$ cat config.mk
export PLATFORM = sky130hd
export DESIGN_NAME = div_init_module
export DESIGN_NICKNAME = d
export VERILOG_FILES = /design/src/rtl/div_init_module.sv
export SDC_FILE = /design/constraint.sdc
export NUM_CORES = 1
export LEC_CHECK = 0
export ABC_AREA = 1
export BUFFER_PORTS_ARGS = -buffer_cell sky130_fd_sc_hd__clkbuf_2
export CAP_MARGIN = 20
export CORE_MARGIN = 1
export CORE_UTILIZATION = 52
export DETAILED_ROUTE_END_ITERATION = 16
export HOLD_SLACK_MARGIN = 0.06
export PLACE_DENSITY = 0.87
export SETUP_SLACK_MARGIN = 0.3
export SYNTH_ARGS = -nofsm -noshare
export SYNTH_HDL_FRONTEND = slang
export SYNTH_SLANG_ARGS = --single-unit
$ cat constraint.sdc
create_clock -name clk -period 1.45 [get_ports clk]
set_input_delay 0.145 -clock clk [delete_from_list [all_inputs] [get_ports clk]]
set_output_delay 0.145 -clock clk [all_outputs]
set_load 0.01 [all_outputs]
$ cat src/rtl/div_init_module.sv
// rtl/div_init_module.sv - divider input stage: sign/magnitude split and packing of the first shifter word (option: DIV_ZERO_DETECT_EN)
module div_init_module (
    input  logic        clk,
    input  logic        rst,
    input  logic        in_valid,
    output logic        in_ready,
    input  logic [7:0]  dividend,
    input  logic [7:0]  divisor,
    output logic        out_valid,
    input  logic        out_ready,
    output logic [15:0] temp_out,
    output logic [9:0]  item_out,
    output logic [3:0]  out_tag,
    output logic        out_dz
);

    logic       r_s1_valid;
    logic [7:0] r_s1_dividend;
    logic [7:0] r_s1_divisor;
    logic [3:0] r_s1_tag;
    logic [3:0] r_tag_cnt;

    logic        r_s2_valid;
    logic [15:0] r_s2_temp;
    logic [9:0]  r_s2_item;
    logic [3:0]  r_s2_tag;

    logic       w_en;
    logic       w_xfer;
    logic [7:0] w_dividend_mag;
    logic [7:0] w_divisor_mag;

    // Both stages move in lockstep; an empty S1 still occupies a slot.
    assign w_en     = !r_s2_valid || out_ready;
    assign w_xfer   = in_valid && w_en;
    assign in_ready = w_en;

    // -128 negates to itself, which reads correctly as unsigned 8'h80.
    assign w_dividend_mag = r_s1_dividend[7] ? (~r_s1_dividend + 8'd1) : r_s1_dividend;
    assign w_divisor_mag  = r_s1_divisor[7]  ? (~r_s1_divisor  + 8'd1) : r_s1_divisor;

    always_ff @(posedge clk) begin
        if (rst) begin
            r_s1_valid    <= 1'b0;
            r_s1_dividend <= 8'h00;
            r_s1_divisor  <= 8'h00;
            r_s1_tag      <= 4'h0;
            r_tag_cnt     <= 4'h0;
        end else begin
            if (w_en) begin
                r_s1_valid <= w_xfer;
            end
            if (w_xfer) begin
                r_s1_dividend <= dividend;
                r_s1_divisor  <= divisor;
                r_s1_tag      <= r_tag_cnt;
                r_tag_cnt     <= r_tag_cnt + 4'd1;
            end
        end
    end

`ifdef DIV_ZERO_DETECT_EN
    logic r_s1_dz;
    logic r_s2_dz;

    always_ff @(posedge clk) begin
        if (rst) begin
            r_s1_dz <= 1'b0;
            r_s2_dz <= 1'b0;
        end else begin
            if (w_xfer) begin
                r_s1_dz <= (divisor == 8'h00);
            end
            if (w_en) begin
                r_s2_dz <= r_s1_dz;
            end
        end
    end

    always_ff @(posedge clk) begin
        if (rst) begin
            r_s2_valid <= 1'b0;
            r_s2_temp  <= 16'h0000;
            r_s2_item  <= 10'h000;
            r_s2_tag   <= 4'h0;
        end else if (w_en) begin
            r_s2_valid <= r_s1_valid;
            r_s2_temp  <= r_s1_dz ? 16'h0000 : {8'h00, w_dividend_mag};
            r_s2_item  <= {w_divisor_mag, r_s1_dividend[7], r_s1_divisor[7]};
            r_s2_tag   <= r_s1_tag;
        end
    end

    assign out_dz = r_s2_dz;
`else
    always_ff @(posedge clk) begin
        if (rst) begin
            r_s2_valid <= 1'b0;
            r_s2_temp  <= 16'h0000;
            r_s2_item  <= 10'h000;
            r_s2_tag   <= 4'h0;
        end else if (w_en) begin
            r_s2_valid <= r_s1_valid;
            r_s2_temp  <= {8'h00, w_dividend_mag};
            r_s2_item  <= {w_divisor_mag, r_s1_dividend[7], r_s1_divisor[7]};
            r_s2_tag   <= r_s1_tag;
        end
    end

    assign out_dz = 1'b0;
`endif

    assign out_valid = r_s2_valid;
    assign temp_out  = r_s2_temp;
    assign item_out  = r_s2_item;
    assign out_tag   = r_s2_tag;

endmodule

==> results <==
- The remaining antenna violation count is 0.
- On the final layout, the worst clock skew is 0.003150 ns.
- Yosys mapped a number of flops with a built-in enable equal to 0.
- The die height is approximately 66 microns.
- IR analysis of the VDD net gives a maximum drop of approximately 730 uV.
- The clock insertion delay at the later pin of the skew report is 0.31 ns.
- The die is 65.68 microns wide.
- The post-synthesis instance total is around 270.
- The setup violation total in the final timing report is 0.
- The first-pass GRT wire length is slightly above 7000 microns.
- The HPWL reported at the end of detailed placement is just under 3000 microns.
- For met2 alone, demand over resource in global routing was 35.59%.
- Walking the worst path, the cells encountered are nand2_4, buf_12, buf_6.
- Counting instances in the post-synthesis netlist gives the leading cell types as 48 x dfxtp_1, 41 x nor2_1, 36 x nand2_1, 36 x o21ai_0, 26 x a21oi_1.
- In the final layout, the share of cells above drive strength 1 is between 30% and 40%.
- The total global routing track utilization is 22.25%.
- The cell type of the slowest stage on the worst timing path is dfxtp_2.
- The library cell occupying the most area in the post-synthesis netlist is dfxtp_1.
- The global route total overflow is 0.
- The count of fill cells added during filler insertion is 330.
- The count of pins over their slew limit is 0.
- After detailed routing, the number of remaining DRC violations is 0.
- The global routing stage identified its most utilized layer as met2.
- The net count reported at finish is 342.
- The routed layout has 1898 vias.
- Setup repair after global routing could not meet its margin everywhere.
- The capturing element type of the critical path is an output port.
- Entering global routing, the biggest net connects 30 pins.
- The floorplan has 22 rows.
- The nature of the critical path startpoint is a register.
- The endpoint of the most critical setup path is in_ready.
- Using the TritonRoute via totals, the vias-per-cell ratio works out to 5.158.
- The buffer levels on the longest clock path is 2.
- In this run the mean area of a mapped cell was 7.694 sq um.
- The number of hold buffers added after CTS is 0.
- The tool flagged a number of max-cap violations equal to 0.
- The flow ran to the end, and the final reports show no timing, DRC or antenna violations.
- Counting every sink on the clock net gives 48.
- The first TritonRoute pass finished after 4 iterations.
- The number of buffers created by CTS is 5.
- The weighted congestion at the end of routability-driven global placement is between 0.8 and 0.9.
- Power spread over the standard cell area amounts to between 1000 and 1500 nW/um^2.
- By area the synthesized netlist is led by dfxtp_1 46%, o21ai_0 8.5%, nor2_1 7.3%.
- The number of antenna violations at the first check in global routing is 0.
- The clock root buffer master is clkbuf_8.
- After layout, the minimum clock period comes to 1.172 ns.
- The setup check on the worst reg-to-reg path leaves a slack of 0.30 ns.
- The port buffer count is 43.
- Sequential elements use 45.58% of the synthesized area.
- The length in cells of the worst reg-to-reg path is 5.
- The path category of the worst min-delay check is in -> reg.
- By instance count, the leading cell after synthesis is dfxtp_1.
- The repair_antennas step left the layout with diodes totalling 0.
- The TritonCTS clock tree is done.
- The cell area that synthesis handed to floorplanning was 2108 sq um.
- For this run, the number of Yosys warnings is 0.
- The initial core utilization is 55.91%.
- Relative to the synthesized area, the layout overhead comes to 20.83%.
- The clock transition at the register clock pins on the worst setup and hold paths after CTS is 0.09 ns.
- The endpoint identified for the worst register-to-register timing path is r_s1_divisor[7].
- The flip-flop cell with the highest count after synthesis is dfxtp_1.
- The routed length per placed instance is between 10 and 15 microns.
- The via count of the first global-routing pass came to 1590.
- The number of distinct library cells after synthesis is 28.
- The critical path class is reg -> out.
- The fraction of post-synthesis cell area in the top cell type by area is 45.58%.
- In the synthesized netlist the async set-or-reset flop fraction comes to 0%.
- The data arrival time of the worst path is 1.03 ns.
- The number of H-tree levels is 2.
- On the worst path, the slowest cell contributes a delay of ~0.36 ns.
- The maximum achievable frequency is 853.5 MHz.
- The final hold violation count was 0.
- The floorplan step defined a die boundary enclosing 4313 sq um.
- The number of placed instances, taps included is ~350.
- Global routing consumed, on the met3 layer, 6.424% of the routing resources.
- The met1 usage is between 20% and 30%.
- The cell leakage power is 1.239 nW.
- 53 I/O pins were placed.
- The violation count after the first detailed-routing iteration is 86.
- In this run the worst setup path begins at out_valid.
- The required time of the critical path is 1.31 ns.
- The final clock period utilization by the worst path is 80.81%.
- The biggest fanout along the worst timing path is 4.
- The reg-to-reg startpoint is out_valid.
- Counting flops and latches in the post-synthesis netlist gives between 40 and 50.
- The total routed wirelength is 4570 microns.
- The total area inside the core boundary comes to 3771 sq um.
- Setup total negative slack on the finished layout was measured at 0 ns.
- The number of non-filler instances in the completed layout is 368.
[routing by layer]
metal,wire (microns),share of wire [%]
met5,0,0
met4,53,1.2
met3,304,6.7
met2,2124,46
met1,2088,46
[worst max-delay path: cells and delay by family (launching register included)]
| family | cells | cell delay (ns) |
|---|---|---|
| buffers and inverters | 2 | 0.26 |
| flip-flops | 1 | 0.36 |
| AND/OR/NAND/NOR | 1 | 0.10 |
[report_power, final]
| group | internal, mW | switching [mW] | leakage, nW | total, mW |
|---|---|---|---|---|
| clock | 0.381 | 0.451 | 0.0510 | 0.833 |
| combinational | 0.198 | 0.270 | 0.790 | 0.469 |
| sequential | 1.42 | 0.0782 | 0.398 | 1.50 |
[flip-flops by register name, summed over array words and instances, names as in the netlist]
signal / cells
r_s1_dividend: 8
r_s1_divisor: 8
temp_out: 8
out_valid: 1
r_tag_cnt: 4
r_s1_valid: 1
r_s1_tag: 4
item_out: 10
out_tag: 4
[through the flow]
step	hold slack [ns]	instance area (sq um)	total power, mW	util, %	setup slack (ns)
2_1_floorplan	0.3081	2138	1.818	-	0.3968
3_3_place_gp	0.4067	2273	1.904	60.29	0.3146
3_5_place_dp	0.4077	2273	1.920	60.29	0.2569
4_1_cts	0.08831	2460	2.745	65.23	0.2782
5_1_grt	0.08829	2547	2.943	67.55	0.2312
6_report	0.09754	2547	2.797	67.55	0.2783
[timing repair]
action / in CTS / in global routing
endpoints found under the setup margin: 8 / 32
setup buffers: 4 / 1
resized for setup: 7 / 39
cloned: 1 / 0
pin swaps: 1 / 9
[cell type report]
type / count / area, sq um / share of cell area, %
well taps: 48 / 60.06 / 2.358
multi-input cells: 185 / 964.7 / 37.87
flip-flops and latches: 48 / 969.7 / 38.06
repair buffers: 53 / 357.8 / 14.05
clock buffers: 6 / 82.58 / 3.242
inverters: 26 / 102.6 / 4.027
clock inverters: 2 / 10.01 / 0.3929
[cell usage in the layout, fill, tap and decap left out]
cell type  instances
or2_1              1
clkbuf_8           6
nand3_1            9
nor3_2             1
o21ai_1           11
o21bai_1           4
ha_1               1
inv_1             16
clkinv_2           2
ha_2               1
a21oi_2            3
buf_4              5
nand4_1            1
nor3_1             2
xnor2_1            1
conb_1             9
clkbuf_2          42
o21a_1             1
a21oi_1           25
inv_4              2
dfxtp_1           41
nand3_2            1
dfxtp_2            7
buf_16             1
nand2_1           31
nand2_4            3
o21ai_2            4
o211a_1            1
nand2_2            4
inv_2              8
o21ai_0           27
nor2_1            41
buf_6              2
ha_4               1
xor2_1             1
buf_12             3
nand2_8            1
[worst min-delay path by stage]
stage | from | end | cells past startpoint
after global placement | divisor[4] | r_s1_divisor[4] | 3
after detailed placement | divisor[4] | r_s1_divisor[4] | 3
final | divisor[4] | r_s1_divisor[4] | 3
after global routing | divisor[4] | r_s1_divisor[4] | 3
after floorplan | dividend[2] | r_s1_dividend[2] | 2
after CTS | divisor[4] | r_s1_divisor[4] | 3
[logic make-up (layout without fill, tap and decap cells)]
group | count (synthesis) | after routing | synth area share, %
AOI/OAI and AO/OA | 76 | 76 | 19.23
xor gates and xnor gates | 2 | 2 | 0.8310
adders and majority gates | 3 | 3 | 1.781
buffers and inverters | 49 | 87 | 13.41
DFF | 48 | 48 | 45.58
other | 1 | 9 | 0.1779
and+or+nand+nor | 95 | 95 | 18.99
(Power assumes the default switching activity.)
